$ cat src/rtl/branch_resolve_unit_if.sv
// ----------------------------------------------------------------------------
// branch_resolve_unit_if
// Bundles every non-clock/reset signal of the branch resolution stage.
//   master : upstream side (decode/ALU request, consumer ready, fetch lookup)
//   slave  : the branch_resolve_unit itself
// Signals
//   valid_in/ready_out        request handshake (decode/ALU -> unit)
//   cond_in, signed_in        condition code and compare mode
//   data1_in, data2_in        operands
//   pc_in, target_in          branch PC and taken target
//   pred_taken_in             prediction fetch used for this branch
//   flush_in                  kill the held result
//   valid_out/ready_in        result handshake (unit -> consumer)
//   taken_out, next_pc_out    resolved direction and next PC
//   mispredict_out            resolved direction differs from prediction
//   lookup_pc_in/lookup_taken_out  fetch-side predictor read port
// Handshake: a transfer happens on a rising clk edge where valid and ready
// are both high; the producer holds its payload stable while valid is high
// and ready is low, and ready may depend combinationally on the sink's state.
// ----------------------------------------------------------------------------
interface branch_resolve_unit_if #(
    parameter int DATA_W = 8,
    parameter int PC_W   = 16
);
    logic              valid_in;
    logic              ready_out;
    logic [2:0]        cond_in;
    logic              signed_in;
    logic [DATA_W-1:0] data1_in;
    logic [DATA_W-1:0] data2_in;
    logic [PC_W-1:0]   pc_in;
    logic [PC_W-1:0]   target_in;
    logic              pred_taken_in;
    logic              flush_in;
    logic              valid_out;
    logic              ready_in;
    logic              taken_out;
    logic [PC_W-1:0]   next_pc_out;
    logic              mispredict_out;
    logic [PC_W-1:0]   lookup_pc_in;
    logic              lookup_taken_out;

    modport master (
        output valid_in, cond_in, signed_in, data1_in, data2_in, pc_in,
               target_in, pred_taken_in, flush_in, ready_in, lookup_pc_in,
        input  ready_out, valid_out, taken_out, next_pc_out, mispredict_out,
               lookup_taken_out
    );

    modport slave (
        input  valid_in, cond_in, signed_in, data1_in, data2_in, pc_in,
               target_in, pred_taken_in, flush_in, ready_in, lookup_pc_in,
        output ready_out, valid_out, taken_out, next_pc_out, mispredict_out,
               lookup_taken_out
    );
endinterface

$ cat src/rtl/branch_resolve_unit.sv
// ----------------------------------------------------------------------------
// branch_resolve_unit
// Resolves a branch condition, registers the result behind a valid/ready
// output stage (latency 1), computes the next PC, flags mispredicts and owns
// a table of 2-bit saturating counters that fetch reads combinationally.
// Ports
//   clk  : rising-edge clock
//   rst  : asynchronous reset, active high
//   bru  : branch_resolve_unit_if.slave (request, result and lookup signals)
// Condition codes: 0 none, 1 eq, 2 ne, 3 lt, 4 le, 5 gt, 6 ge, 7 always.
// ----------------------------------------------------------------------------
module branch_resolve_unit #(
    parameter int DATA_W     = 8,
    parameter int PC_W       = 16,
    parameter int PRED_DEPTH = 16,
    parameter int FALL_INC   = 2
) (
    input logic                  clk,
    input logic                  rst,
    branch_resolve_unit_if.slave bru
);
    localparam int              IDX_W       = $clog2(PRED_DEPTH);
    localparam logic [PC_W-1:0] FALL_INC_PC = PC_W'(FALL_INC);

    logic              w_eq;
    logic              w_lt;
    logic              w_taken;
    logic              w_trains;
    logic              w_ready;
    logic              w_accept;
    logic              w_out_fire;
    logic              w_train_upd;
    logic [PC_W-1:0]   w_next_pc;
    logic [IDX_W-1:0]  w_lookup_idx;
    logic [1:0]        w_cnt_cur;
    logic [1:0]        w_cnt_next;

    logic              r_valid;
    logic              r_taken;
    logic              r_pred;
    logic              r_trains;
    logic [PC_W-1:0]   r_next_pc;
    logic [IDX_W-1:0]  r_idx;
    logic [1:0]        r_cnt [PRED_DEPTH];

    // Condition evaluation; le/gt/ge are derived from eq and lt so signedness
    // only has to be handled in one comparator.
    always_comb begin
        w_eq = (bru.data1_in == bru.data2_in);
        if (bru.signed_in) begin
            w_lt = ($signed(bru.data1_in) < $signed(bru.data2_in));
        end else begin
            w_lt = (bru.data1_in < bru.data2_in);
        end
        case (bru.cond_in)
            3'd1:    w_taken = w_eq;
            3'd2:    w_taken = !w_eq;
            3'd3:    w_taken = w_lt;
            3'd4:    w_taken = w_lt || w_eq;
            3'd5:    w_taken = !(w_lt || w_eq);
            3'd6:    w_taken = !w_lt;
            3'd7:    w_taken = 1'b1;
            default: w_taken = 1'b0;
        endcase
    end

    // Unconditional (7) and never-taken (0) carry no direction information,
    // so only real compares train the predictor.
    assign w_trains  = (bru.cond_in != 3'd0) && (bru.cond_in != 3'd7);
    assign w_next_pc = w_taken ? bru.target_in : (bru.pc_in + FALL_INC_PC);

    // A flush blocks capture so the killed slot is not refilled that cycle.
    assign w_ready     = !bru.flush_in && (!r_valid || bru.ready_in);
    assign w_accept    = bru.valid_in && w_ready;
    assign w_out_fire  = r_valid && bru.ready_in && !bru.flush_in;
    assign w_train_upd = w_out_fire && r_trains;

    // Output register stage.
    always_ff @(posedge clk or posedge rst) begin
        if (rst) begin
            r_valid   <= 1'b0;
            r_taken   <= 1'b0;
            r_pred    <= 1'b0;
            r_trains  <= 1'b0;
            r_next_pc <= '0;
            r_idx     <= '0;
        end else begin
            if (w_accept) begin
                r_valid   <= 1'b1;
                r_taken   <= w_taken;
                r_pred    <= bru.pred_taken_in;
                r_trains  <= w_trains;
                r_next_pc <= w_next_pc;
                r_idx     <= bru.pc_in[IDX_W-1:0];
            end else if (bru.ready_in || bru.flush_in) begin
                r_valid <= 1'b0;
            end
        end
    end

    // Saturating counter step for the entry of the result being retired.
    assign w_cnt_cur = r_cnt[r_idx];
    always_comb begin
        if (r_taken) begin
            w_cnt_next = (w_cnt_cur == 2'b11) ? 2'b11 : (w_cnt_cur + 2'b01);
        end else begin
            w_cnt_next = (w_cnt_cur == 2'b00) ? 2'b00 : (w_cnt_cur - 2'b01);
        end
    end

    always_ff @(posedge clk or posedge rst) begin
        if (rst) begin
            for (int i = 0; i < PRED_DEPTH; i++) begin
                r_cnt[i] <= 2'b01;
            end
        end else if (w_train_upd) begin
            r_cnt[r_idx] <= w_cnt_next;
        end
    end

    // Lookup reads the registered table, so a same-cycle update to the same
    // entry is not visible until the following cycle.
    assign w_lookup_idx         = bru.lookup_pc_in[IDX_W-1:0];
    assign bru.lookup_taken_out = r_cnt[w_lookup_idx][1];

    assign bru.ready_out      = w_ready;
    assign bru.valid_out      = r_valid;
    assign bru.taken_out      = r_taken;
    assign bru.next_pc_out    = r_next_pc;
    assign bru.mispredict_out = r_valid && !bru.flush_in && (r_taken != r_pred);
endmodule

$ cat src/flat_wrapper.sv
// flat-port wrapper written by rule: the top's interface ports become plain ports
module branch_resolve_unit_flat 
#(
    parameter int DATA_W     = 8,
    parameter int PC_W       = 16,
    parameter int PRED_DEPTH = 16,
    parameter int FALL_INC   = 2
)
  (clk, rst, bru_valid_in, bru_cond_in, bru_signed_in, bru_data1_in, bru_data2_in, bru_pc_in, bru_target_in, bru_pred_taken_in, bru_flush_in, bru_ready_in, bru_lookup_pc_in, bru_ready_out, bru_valid_out, bru_taken_out, bru_next_pc_out, bru_mispredict_out, bru_lookup_taken_out);
  branch_resolve_unit_if #(.DATA_W(DATA_W), .PC_W(PC_W)) bru_i ();
  input logic clk;
  input logic rst;
  input wire logic [$bits(bru_i.valid_in)-1:0] bru_valid_in;
  input wire logic [$bits(bru_i.cond_in)-1:0] bru_cond_in;
  input wire logic [$bits(bru_i.signed_in)-1:0] bru_signed_in;
  input wire logic [$bits(bru_i.data1_in)-1:0] bru_data1_in;
  input wire logic [$bits(bru_i.data2_in)-1:0] bru_data2_in;
  input wire logic [$bits(bru_i.pc_in)-1:0] bru_pc_in;
  input wire logic [$bits(bru_i.target_in)-1:0] bru_target_in;
  input wire logic [$bits(bru_i.pred_taken_in)-1:0] bru_pred_taken_in;
  input wire logic [$bits(bru_i.flush_in)-1:0] bru_flush_in;
  input wire logic [$bits(bru_i.ready_in)-1:0] bru_ready_in;
  input wire logic [$bits(bru_i.lookup_pc_in)-1:0] bru_lookup_pc_in;
  output wire logic [$bits(bru_i.ready_out)-1:0] bru_ready_out;
  output wire logic [$bits(bru_i.valid_out)-1:0] bru_valid_out;
  output wire logic [$bits(bru_i.taken_out)-1:0] bru_taken_out;
  output wire logic [$bits(bru_i.next_pc_out)-1:0] bru_next_pc_out;
  output wire logic [$bits(bru_i.mispredict_out)-1:0] bru_mispredict_out;
  output wire logic [$bits(bru_i.lookup_taken_out)-1:0] bru_lookup_taken_out;
  assign bru_i.valid_in = bru_valid_in;
  assign bru_i.cond_in = bru_cond_in;
  assign bru_i.signed_in = bru_signed_in;
  assign bru_i.data1_in = bru_data1_in;
  assign bru_i.data2_in = bru_data2_in;
  assign bru_i.pc_in = bru_pc_in;
  assign bru_i.target_in = bru_target_in;
  assign bru_i.pred_taken_in = bru_pred_taken_in;
  assign bru_i.flush_in = bru_flush_in;
  assign bru_i.ready_in = bru_ready_in;
  assign bru_i.lookup_pc_in = bru_lookup_pc_in;
  assign bru_ready_out = bru_i.ready_out;
  assign bru_valid_out = bru_i.valid_out;
  assign bru_taken_out = bru_i.taken_out;
  assign bru_next_pc_out = bru_i.next_pc_out;
  assign bru_mispredict_out = bru_i.mispredict_out;
  assign bru_lookup_taken_out = bru_i.lookup_taken_out;
  branch_resolve_unit #(.DATA_W(DATA_W), .PC_W(PC_W), .PRED_DEPTH(PRED_DEPTH), .FALL_INC(FALL_INC)) u_core (.clk(clk), .rst(rst), .bru(bru_i));
endmodule
$ cat config.mk
export PLATFORM = sky130hd
export DESIGN_NAME = branch_resolve_unit_flat
export DESIGN_NICKNAME = d
export VERILOG_FILES = /design/src/rtl/branch_resolve_unit_if.sv /design/src/rtl/branch_resolve_unit.sv /design/src/flat_wrapper.sv
export SDC_FILE = /design/constraint.sdc
export NUM_CORES = 1
export LEC_CHECK = 0
export BUFFER_PORTS_ARGS = -buffer_cell sky130_fd_sc_hd__buf_2
export CORE_MARGIN = 5
export CORE_UTILIZATION = 47
export CTS_CLUSTER_DIAMETER = 50
export CTS_CLUSTER_SIZE = 12
export DETAILED_ROUTE_END_ITERATION = 10
export GPL_TIMING_DRIVEN = 0
export MAX_ROUTING_LAYER = met4
export PLACE_DENSITY_LB_ADDON = 0.1
export SYNTH_ARGS = -nofsm -noshare
export SYNTH_HDL_FRONTEND = slang
export SYNTH_SLANG_ARGS = --single-unit
export TNS_END_PERCENT = 10
$ cat constraint.sdc
create_clock -name clk -period 2.5 [get_ports clk]
set_input_delay 0.5 -clock clk [delete_from_list [all_inputs] [get_ports clk]]
set_output_delay 0.5 -clock clk [all_outputs]
set_load 0.02 [all_outputs]
==> impl_results.md, run 1 <==
- Status: complete, no violations
- Latest clock arrival within the worst-skew pair: 0.31 ns
- RSZ-0062 raised after global routing: true
- Boundary pin count: 95
- Post-cts hold buffer count: 0
- 1st-iter DRT viols: 63
- Placeable Area: 6870 um2
- Yosys top cell area share: 29.9%
- GR Util All Layers: 18.9%
- Leak pwr: 2.00 nW
- Post-synth EDFFs: 0
- Starting Density: 48.7%
- Grt total ovfl: 0
- Max incr delay on CP: 0.52 ns
- Tightest hold margin: 0.151 ns
- Die width: 94.4 um
- Synthesized net count: 374
- Setup violators final: 0
- Gpl congestion: 0.784
- Detail Route Antenna Nets: 0
- Fin crit period: 2.48 ns
- Fraction of registers with async set/reset: 100%
- Num CTS Buffers: 5
- Full die area: 8910 um2
- Filler cells: 585
- Fmax: 0.404 GHz
- Design area: 4230 um2
- Drt pass-1 iters: 5
- Mapped cell area: 3350 um2
- CP Launch Type: flip-flop
- Slew Limit Headroom: 65.8%
- Clock transition at path regs: 0.10 ns
- Nets: 474
- Worst Path Buf+Inv: 3
- Cell with the most instances after synthesis: dfrtp_1
- Crit path capture type: flip-flop
- Post-Syn Area per Cell: 11.5 um2
- Vias/cell: 5.33
- Sequential share of the synthesized area: 42.5%
- Antenna cell count: 0
- Final Hold Vio Count: 0
- Row cnt: 30
- TritonCTS clock tree: built
- Crit path cell chain: buf_6, buf_4, mux4_2, mux4_2, maj3_2, buf_6, mux2_2
- Largest area contributor in the synthesized netlist: dfrtp_1
- Worst EP required: 2.71 ns
- CTS Root Cell: clkbuf_8
- Final worst path period share: 99.0%
- Clock sinks: 56
- Total Power: 0.00247 W
- Pwr Density: 584 nW/um2
- Least-Margin Pin Slew: 0.512 ns
- Layout Skew: 0.00575 ns
- Avg WL per Cell: 15.9 um
- Post-synth cell types: 44
- Worst path slowest cell: mux4_2
- Count of final max-slew check failures: 0
- IO Port Bufs: 81
- Initial antenna violation count: 0
- Die height: 94.4 um
- Final core utilization: 61.6%
- CP arrival: 2.68 ns
- Placed Area: 3950 um2
- Synthesized flop and latch total: 56
- R2r setup slk: 0.02 ns
- Max IR drop VDD: 0.000298 V
- Pin count of the biggest net entering global routing: 42
- H-tree levels: 2
- Vias in the first global route: 2726
- Largest delay share family, worst path: multiplexers
- Max FO, Critical Path: 10
- Detailed Place HPWL: 5970 um
- MaxCap Viol Count: 0
- Syn Inst Count: 291
- Synthesis warning total: 0
- P&R area growth vs syn: 26.3%
- Vias: 2599
- Residual DRC: 0
- WL final: 7740 um
- Dominant synthesized flop cell: dfrtp_1
- Hold Path Class: in -> async
- Clk buf depth: 2
- Synth area leaders: dfrtp_1 (30%), dfstp_2 (13%), mux2_2 (12%), mux4_2 (10%), mux2i_1 (4.8%)
- Crit path kind: reg -> reg
- Share of cells above drive strength 1: 48.2%
- Global-route wire length before repair: 12800 um
- Synth top cells by count: dfrtp_1 (40), mux2_2 (37), nand2_1 (25)
cell usage in the layout (no fill, tap or decap), types with 3 or more instances in the layout:
master    synthesis  final
nor2_1           16     16
o21ai_0           9      7
inv_1            12     10
nand2_1          25     25
xnor2_1          11     11
mux4_2           15     15
mux2_2           37     37
xor2_1            4      4
dfstp_2          16     16
ha_1              9      6
nor2b_1           3      3
o21ai_1           9     11
buf_12            0      3
nand4_1           4      4
clkbuf_1          9      7
and3_1            5      5
nand3_1           8      8
buf_4             1      9
nor3_1            5      5
clkbuf_8          0      5
dfrtp_1          40     39
mux2i_1          16     16
buf_6             4      7
buf_2             1     79
final timing paths:
check / start / to / cells after the start
worst max-delay path: u_core.r_idx[0]$_DFFE_PP0P_ / u_core.r_cnt[19]$_DFFE_PP0P_ / 7
worst min-delay path: rst / u_core.bru.next_pc_out[0]$_DFFE_PP0P_ / 2
worst max register to register: u_core.r_idx[0]$_DFFE_PP0P_ / u_core.r_cnt[19]$_DFFE_PP0P_ / 7
worst min register to register: u_core.bru.next_pc_out[6]$_DFFE_PP0P_ / u_core.bru.next_pc_out[6]$_DFFE_PP0P_ / 2
max in group asynchronous: rst / u_core.r_cnt[8]$_DFFE_PP1P_ / 3
min in group clk: bru_flush_in / u_core.bru.valid_out$_DFFE_PP0P_ / 2
cell type report:
cell class | instances | area [um2] | area share, %
multi-input combinational | 207 | 1840 | 43.5
sequential | 56 | 1420 | 33.6
timing repair buffer | 94 | 569 | 13.5
tap | 96 | 120 | 2.84
buffer | 15 | 118 | 2.78
clock buffer | 5 | 68.8 | 1.63
inverter | 12 | 50.0 | 1.18
clock inverter | 3 | 42.5 | 1.01
kinds of logic after synthesis:
logic type                 synth area share (%)
and+or+nand+nor                            12.3
AOI/OAI and AO/OA                          5.79
muxes                                      27.3
DFF                                        42.5
adders and majority gates                  4.04
buffers and inverters                      4.18
xor gates and xnor gates                   3.92
where the power goes:
part | total (W) | switching (W) | internal, W | leakage [nW]
logic | 0.000766 | 0.000390 | 0.000376 | 1.26
registers | 0.00111 | 0.0000695 | 0.00104 | 0.682
clock network | 0.000598 | 0.000301 | 0.000297 | 0.0541
total | 0.00247 | 0.000760 | 0.00171 | 2.00
per-layer routing:
layer	up-vias	GRT usage (%)	wire length, um
met5	-	-	0
met4	0	5.66	129
met2	75	31.4	3910
met1	1251	24.2	3370
li1	1259	-	-
met3	14	2.71	332
flip-flops by register name (all words and copies together) (netlist names):
name,flops
u_core.bru.valid_out,1
u_core.r_trains,1
u_core.r_cnt,32
u_core.bru.taken_out,1
u_core.r_pred,1
u_core.bru.next_pc_out,16
u_core.r_idx,4
per-stage QoR:
stage | instances | setup TNS (ns) | setup WS (ns)
2_1_floorplan | 291 | -0.138 | -0.0160
3_3_place_gp | 468 | -17.04 | -0.337
3_5_place_dp | 469 | -13.62 | -0.380
4_1_cts | 485 | 0 | 0.00431
5_1_grt | 488 | -1.20 | -0.0527
6_report | 488 | 0 | 0.0249
worst register-to-register path, delay by kind of cell, from the launching register on:
kind,cells,cell delay (ns)
DFF,1,0.35
adders and majority gates,1,0.36
buffers and inverters,3,0.40
muxes,3,1.26
what timing repair did:
action                                  CTS  global route
cloned                                    0             1
pin swaps                                 1             6
setup buffers                             9             2
endpoints found under the setup margin   41            42
gates resized for setup                   4            13
(Power assumes the default switching activity.)
==> run 2: changes to the inputs <==
ABC_AREA = 1   (was unset)
CORE_UTILIZATION = 49   (was 47)
==> impl_results.md, run 2 <==
- Status: complete, no violations
- Post-cts hold buffer count: 0
- Yosys top cell area share: 26.8%
- TNS Setup: 0 ns
- Num CTS Buffers: 5
- Clk buf depth: 2
- Synth top cells by count: nand2_1 (172), inv_1 (80), nor2_1 (42), nand3_1 (41), dfrtp_1 (40)
- Synth Area in XOR/XNOR: 2.81%
- H-tree levels: 2
- Crit path capture type: output port
- Fin crit period: 2.26 ns
- Switching Fraction: 33.0%
- Least-Margin Pin Slew: 0.476 ns
- Residual DRC: 0
- Sequential share of the synthesized area: 38.1%
- Syn Inst Count: 534
- Post-synthesis simple-gate area fraction: 36.2%
- Post-Syn Area per Cell: 6.99 um2
- Filler cells: 709
- Latest clock arrival within the worst-skew pair: 0.32 ns
- Commonest non-fill, non-tap cell in the layout: nand2_1
- Mapped cell area: 3730 um2
- Full die area: 9470 um2
- Largest area contributor in the synthesized netlist: dfrtp_1
- Gpl congestion: 0.919
- Row cnt: 31
- Vias in the first global route: 3646
- Post-CTS Resized: 0
- R2r setup slk: 0.44 ns
- Initial antenna violation count: 0
- P_int: 0.00165 W
- Starting Density: 50.9%
- Fmax: 0.442 GHz
- WL final: 9490 um
- Detail Route Antenna Nets: 0
- Boundary pin count: 95
- Post-synthesis mux area share: 0%
- Clock sinks: 56
- Hold Path Class: in -> async
- Layout Skew: 0.0164 ns
- Cell with the most instances after synthesis: nand2_1
- Avg WL per Cell: 13.1 um
- Synthesized net count: 617
- Comb pwr share: 27.5%
- NetSw: 0.000813 W
- RSZ-0062 raised after global routing: false
- RR Endpoint: u_core.r_cnt[19]$_DFFE_PP0P_
- Dominant synthesized flop cell: dfrtp_1
- Setup violators final: 0
- Nets: 707
- Post-Layout Cell Count: 724
- Die width: 97.3 um
- Final Hold Vio Count: 0
- Post-synth EDFFs: 0
- Vias/cell: 4.94
- Clock transition at path regs: 0.11 ns
- Drt pass-1 iters: 4
- GR Util All Layers: 21.3%
- Leak pwr: 2.34 nW
- Fraction of registers with async set/reset: 100%
- Post-synth cell types: 38
- Pin count of the biggest net entering global routing: 37
- CP Launch Type: input pin
- Share of cells above drive strength 1: 23.7%
- Inst Count DP: 716
- Worst Reg2Reg Path Length in Cells: 10
- Clock network power share: 28.7%
- Max reg flops: 32
- Reg power frac: 43.9%
- Adder-cell share of the synthesized area: 3.02%
- Final core utilization: 60.3%
- Pwr Density: 556 nW/um2
- Detailed Place HPWL: 7500 um
- Critical R2R Launch: u_core.r_idx[1]$_DFFE_PP0P_
- Global-route wire length before repair: 16600 um
- Synthesis warning total: 0
- Worst EP required: 2.00 ns
- Biggest register: u_core.r_cnt
- Max FO, Critical Path: 10
- Final worst path period share: 90.5%
- Count of final max-slew check failures: 0
- Largest family of logic cells by synthesized area: simple AND/OR/NAND/NOR gates
- Antenna cell count: 0
- Placeable Area: 7330 um2
- Synth area leaders: dfrtp_1 (27%), nand2_1 (17%), dfstp_2 (11%), inv_1 (8.0%), nand3_1 (5.5%)
- Compound-cell area share of the yosys netlist: 9.55%
- CP arrival: 1.76 ns
- IO Port Bufs: 82
- Crit path kind: in -> out
- Vias: 3579
- Die height: 97.3 um
- TritonCTS clock tree: built
- 1st-iter DRT viols: 133
- Slew Limit Headroom: 68.2%
- CTS Root Cell: clkbuf_8
- P&R area growth vs syn: 18.4%
- Max IR drop VDD: 0.000313 V
- Grt total ovfl: 0
- MaxCap Viol Count: 0
- Most frequent cells in the layout: nand2_1 (172), buf_2 (87), inv_1 (79)
- Setup Buffers After CTS: 0
- Synthesized flop and latch total: 56
run 2: area by class of cell:
| cell class | instances | area (um2) | area share, % |
|---|---|---|---|
| flip-flops and latches | 56 | 1420 | 32.1 |
| repair buffers | 83 | 430 | 9.73 |
| plain buffers | 11 | 66.3 | 1.50 |
| multi-input cells | 382 | 1930 | 43.5 |
| inverters | 85 | 322 | 7.27 |
| clock inverters | 2 | 60.1 | 1.36 |
| well taps | 99 | 124 | 2.80 |
| clock buffers | 6 | 72.6 | 1.64 |
run 2: cells by family (layout without fill, tap and decap cells):
kind of cell               count (synthesis)  count (layout)
AOI/OAI and AO/OA                         54              54
xor gates and xnor gates                  12              12
adders and majority gates                  9               9
buffers and inverters                     96             187
DFF                                       56              56
and+or+nand+nor                          307             307
run 2: per-layer routing:
metal | part of all wire (%) | GRT usage (%)
met1 | 45 | 27.1
met2 | 50 | 36.2
met3 | 3.8 | 2.94
met4 | 1.1 | 4.47
met5 | 0 | -
run 2: critical path, cell delays in order:
cell and delay (ns):
buf_2 0.14, clkbuf_1 0.34, a21oi_1 0.12, o21ai_0 0.13, nand2_1 0.08, o221ai_1 0.20
nand2_1 0.09, buf_2 0.16
run 2: power by group through the flow:
stage	Sequential (W)	Clock [W]	Combinational, W
after floorplan	0.00116	0	0.000374
after global placement	0.00109	0	0.000664
final	0.00108	0.000705	0.000675
after detailed placement	0.00109	0	0.000680
after CTS	0.00108	0.000714	0.000683
after global routing	0.00109	0.000759	0.000758
run 2: metrics by stage:
step,total power (W),worst slack (ns),area (um2),hold slack [ns]
2_1_floorplan,0.00153,0.388,3730,0.446
4_1_cts,0.00248,0.255,4420,0.200
3_3_place_gp,0.00176,-0.108,4270,0.456
5_1_grt,0.00261,0.101,4420,0.204
3_5_place_dp,0.00177,0.00156,4290,0.461
6_report,0.00246,0.238,4420,0.185
run 2: worst max path at each step:
stage                   startpoint                                endpoint  slack (ns)  cells after the start
2_1_floorplan      bru_data2_in[7]   u_core.bru.next_pc_out[0]$_DFFE_PP0P_        0.39                     14
3_3_place_gp                   rst            u_core.r_cnt[27]$_DFFE_PP0P_       -0.11                      2
3_5_place_dp       bru_data2_in[7]  u_core.bru.next_pc_out[10]$_DFFE_PP0P_       0.002                     15
4_1_cts        bru_lookup_pc_in[0]                    bru_lookup_taken_out        0.25                      8
5_1_grt            bru_data2_in[7]  u_core.bru.next_pc_out[10]$_DFFE_PP0P_        0.10                     16
6_report       bru_lookup_pc_in[0]                    bru_lookup_taken_out        0.24                      8
==> run 3: changes to the inputs <==
CORE_UTILIZATION = 41   (was 49)
==> impl_results.md, run 3 (synthesis results as in run 2) <==
- Register area: 1420 um2
- Final core utilization: 49.9%
- Starting Density: 42.4%
- Hold Path Class: in -> async
- Pwr Density: 520 nW/um2
- Final Hold Vio Count: 0
- Multi-input combinational cell area: 1930 um2
- Full die area: 11100 um2
- RSZ-0062 raised after global routing: false
- Layout Skew: 0.0199 ns
- Antenna cell count: 0
- Pre-CTS WS: 0.00149 ns
- CP Launch Type: input pin
- Die width: 105 um
- Status: complete, no violations
- Worst setup margin: 0.305 ns
- Crit path kind: in -> reg
- RR Endpoint: u_core.r_cnt[15]$_DFFE_PP0P_
- Pin count of the biggest net entering global routing: 35
- R2r setup slk: 0.43 ns
- Worst Reg2Reg Path Length in Cells: 10
- Placeable Area: 8810 um2
- Vias in the first global route: 3649
- Grt total ovfl: 0
- Num CTS Buffers: 5
- Crit path capture type: flip-flop
- Detail Route Antenna Nets: 0
- Gpl congestion: 0.900
- CP arrival: 2.40 ns
- Count of final max-slew check failures: 0
- 1st-iter DRT viols: 134
- Post-CTS Resized: 0
- Initial antenna violation count: 0
- IO Port Bufs: 82
- Critical R2R Launch: u_core.r_idx[1]$_DFFE_PP0P_
- Vias/cell: 4.87
- Final worst path period share: 87.8%
- Avg WL per Cell: 13.0 um
- H-tree levels: 2
- Residual DRC: 0
- Max FO, Critical Path: 10
- Drt pass-1 iters: 4
- Filler cells: 898
- P&R area growth vs syn: 17.7%
- GR Util All Layers: 18.4%
- Die height: 105 um
- Fin crit period: 2.19 ns
- Detailed Place HPWL: 7520 um
- Post-cts hold buffer count: 0
- Fmax: 0.456 GHz
- Clk buf depth: 2
- Latest clock arrival within the worst-skew pair: 0.32 ns
- Setup Buffers After CTS: 0
- Leak pwr: 2.32 nW
- Worst EP required: 2.71 ns
- Max reg flops: 32
- CTS Root Cell: clkbuf_8
- WL final: 9550 um
- Max IR drop VDD: 0.000263 V
- Share of cells above drive strength 1: 23.8%
- Global-route wire length before repair: 16600 um
- Slew Limit Headroom: 65.7%
- Biggest register: u_core.r_cnt
- Boundary pin count: 95
- Tightest hold margin: 0.199 ns
- Most frequent cells in the layout: nand2_1 (172), buf_2 (87), inv_1 (79)
- MaxCap Viol Count: 0
- Row cnt: 34
- Clock transition at path regs: 0.12 ns
- Clock sinks: 56
- Setup violators final: 0
- Nets: 707
- TritonCTS clock tree: built
- Vias: 3571
- Commonest non-fill, non-tap cell in the layout: nand2_1
- Least-Margin Pin Slew: 0.514 ns
run 3: cell count changes in the layout (fill, tap and decap cells not counted):
| cell | delta |
|---|---|
| clkbuf_1 | -1 |
| bufinv_16 | -2 |
| inv_6 | +1 |
| clkinv_4 | +2 |
run 3: per-layer routing:
metal / vias up / global-route usage [%] / share of wire, %
met3: 9 / 2.75 / 4.3
met5: - / - / 0
met4: 0 / 3.47 / 0.79
met1: 1601 / 24.1 / 46
li1: 1870 / - / -
met2: 91 / 30.7 / 48
run 3: layout make-up:
cell class / count / share of cell area [%]
multi-input cells: 382 / 43.8
flip-flops and latches: 56 / 32.3
repair buffers: 83 / 9.79
inverters: 85 / 7.32
well taps: 108 / 3.07
clock buffers: 5 / 1.57
plain buffers: 11 / 1.51
clock inverters: 3 / 0.598
run 3: through the flow:
stage / std cells / total power, W / TNS (ns) / cell area (um2)
after floorplan: 534 / 0.00153 / 0 / 3730
after global placement: 724 / 0.00177 / -6.98 / 4280
after detailed placement: 725 / 0.00178 / 0 / 4300
after CTS: 733 / 0.00232 / 0 / 4400
after global routing: 733 / 0.00244 / 0 / 4400
final: 733 / 0.00229 / 0 / 4400
run 3: critical path, cell delays in order:
cell and delay [ns]:
buf_2 0.07, inv_1 0.03, ha_1 0.31, a21o_1 0.19, nor2_1 0.15, nand3_1 0.15
nand3_1 0.12, nand2_1 0.19, nand3_2 0.22, buf_2 0.25, nand2_1 0.07, nand3_1 0.09
nand2_1 0.06
run 3: power by group:
part	internal, W	switching, W	total [W]
sequential	0.00101	0.0000651	0.00108
combinational	0.000232	0.000445	0.000677
clock	0.000205	0.000325	0.000530
run 3: worst max path at each step:
stage,start,end,slack (ns),cells after the start
2_1_floorplan,bru_data2_in[7],u_core.bru.next_pc_out[0]$_DFFE_PP0P_,0.39,14
4_1_cts,bru_lookup_pc_in[0],bru_lookup_taken_out,0.32,8
5_1_grt,bru_data2_in[7],u_core.bru.next_pc_out[13]$_DFFE_PP0P_,0.07,16
3_5_place_dp,bru_data2_in[7],u_core.bru.next_pc_out[2]$_DFFE_PP0P_,0.001,13
3_3_place_gp,rst,u_core.r_cnt[21]$_DFFE_PP0P_,-0.18,2
6_report,bru_data2_in[7],u_core.bru.next_pc_out[2]$_DFFE_PP0P_,0.31,13
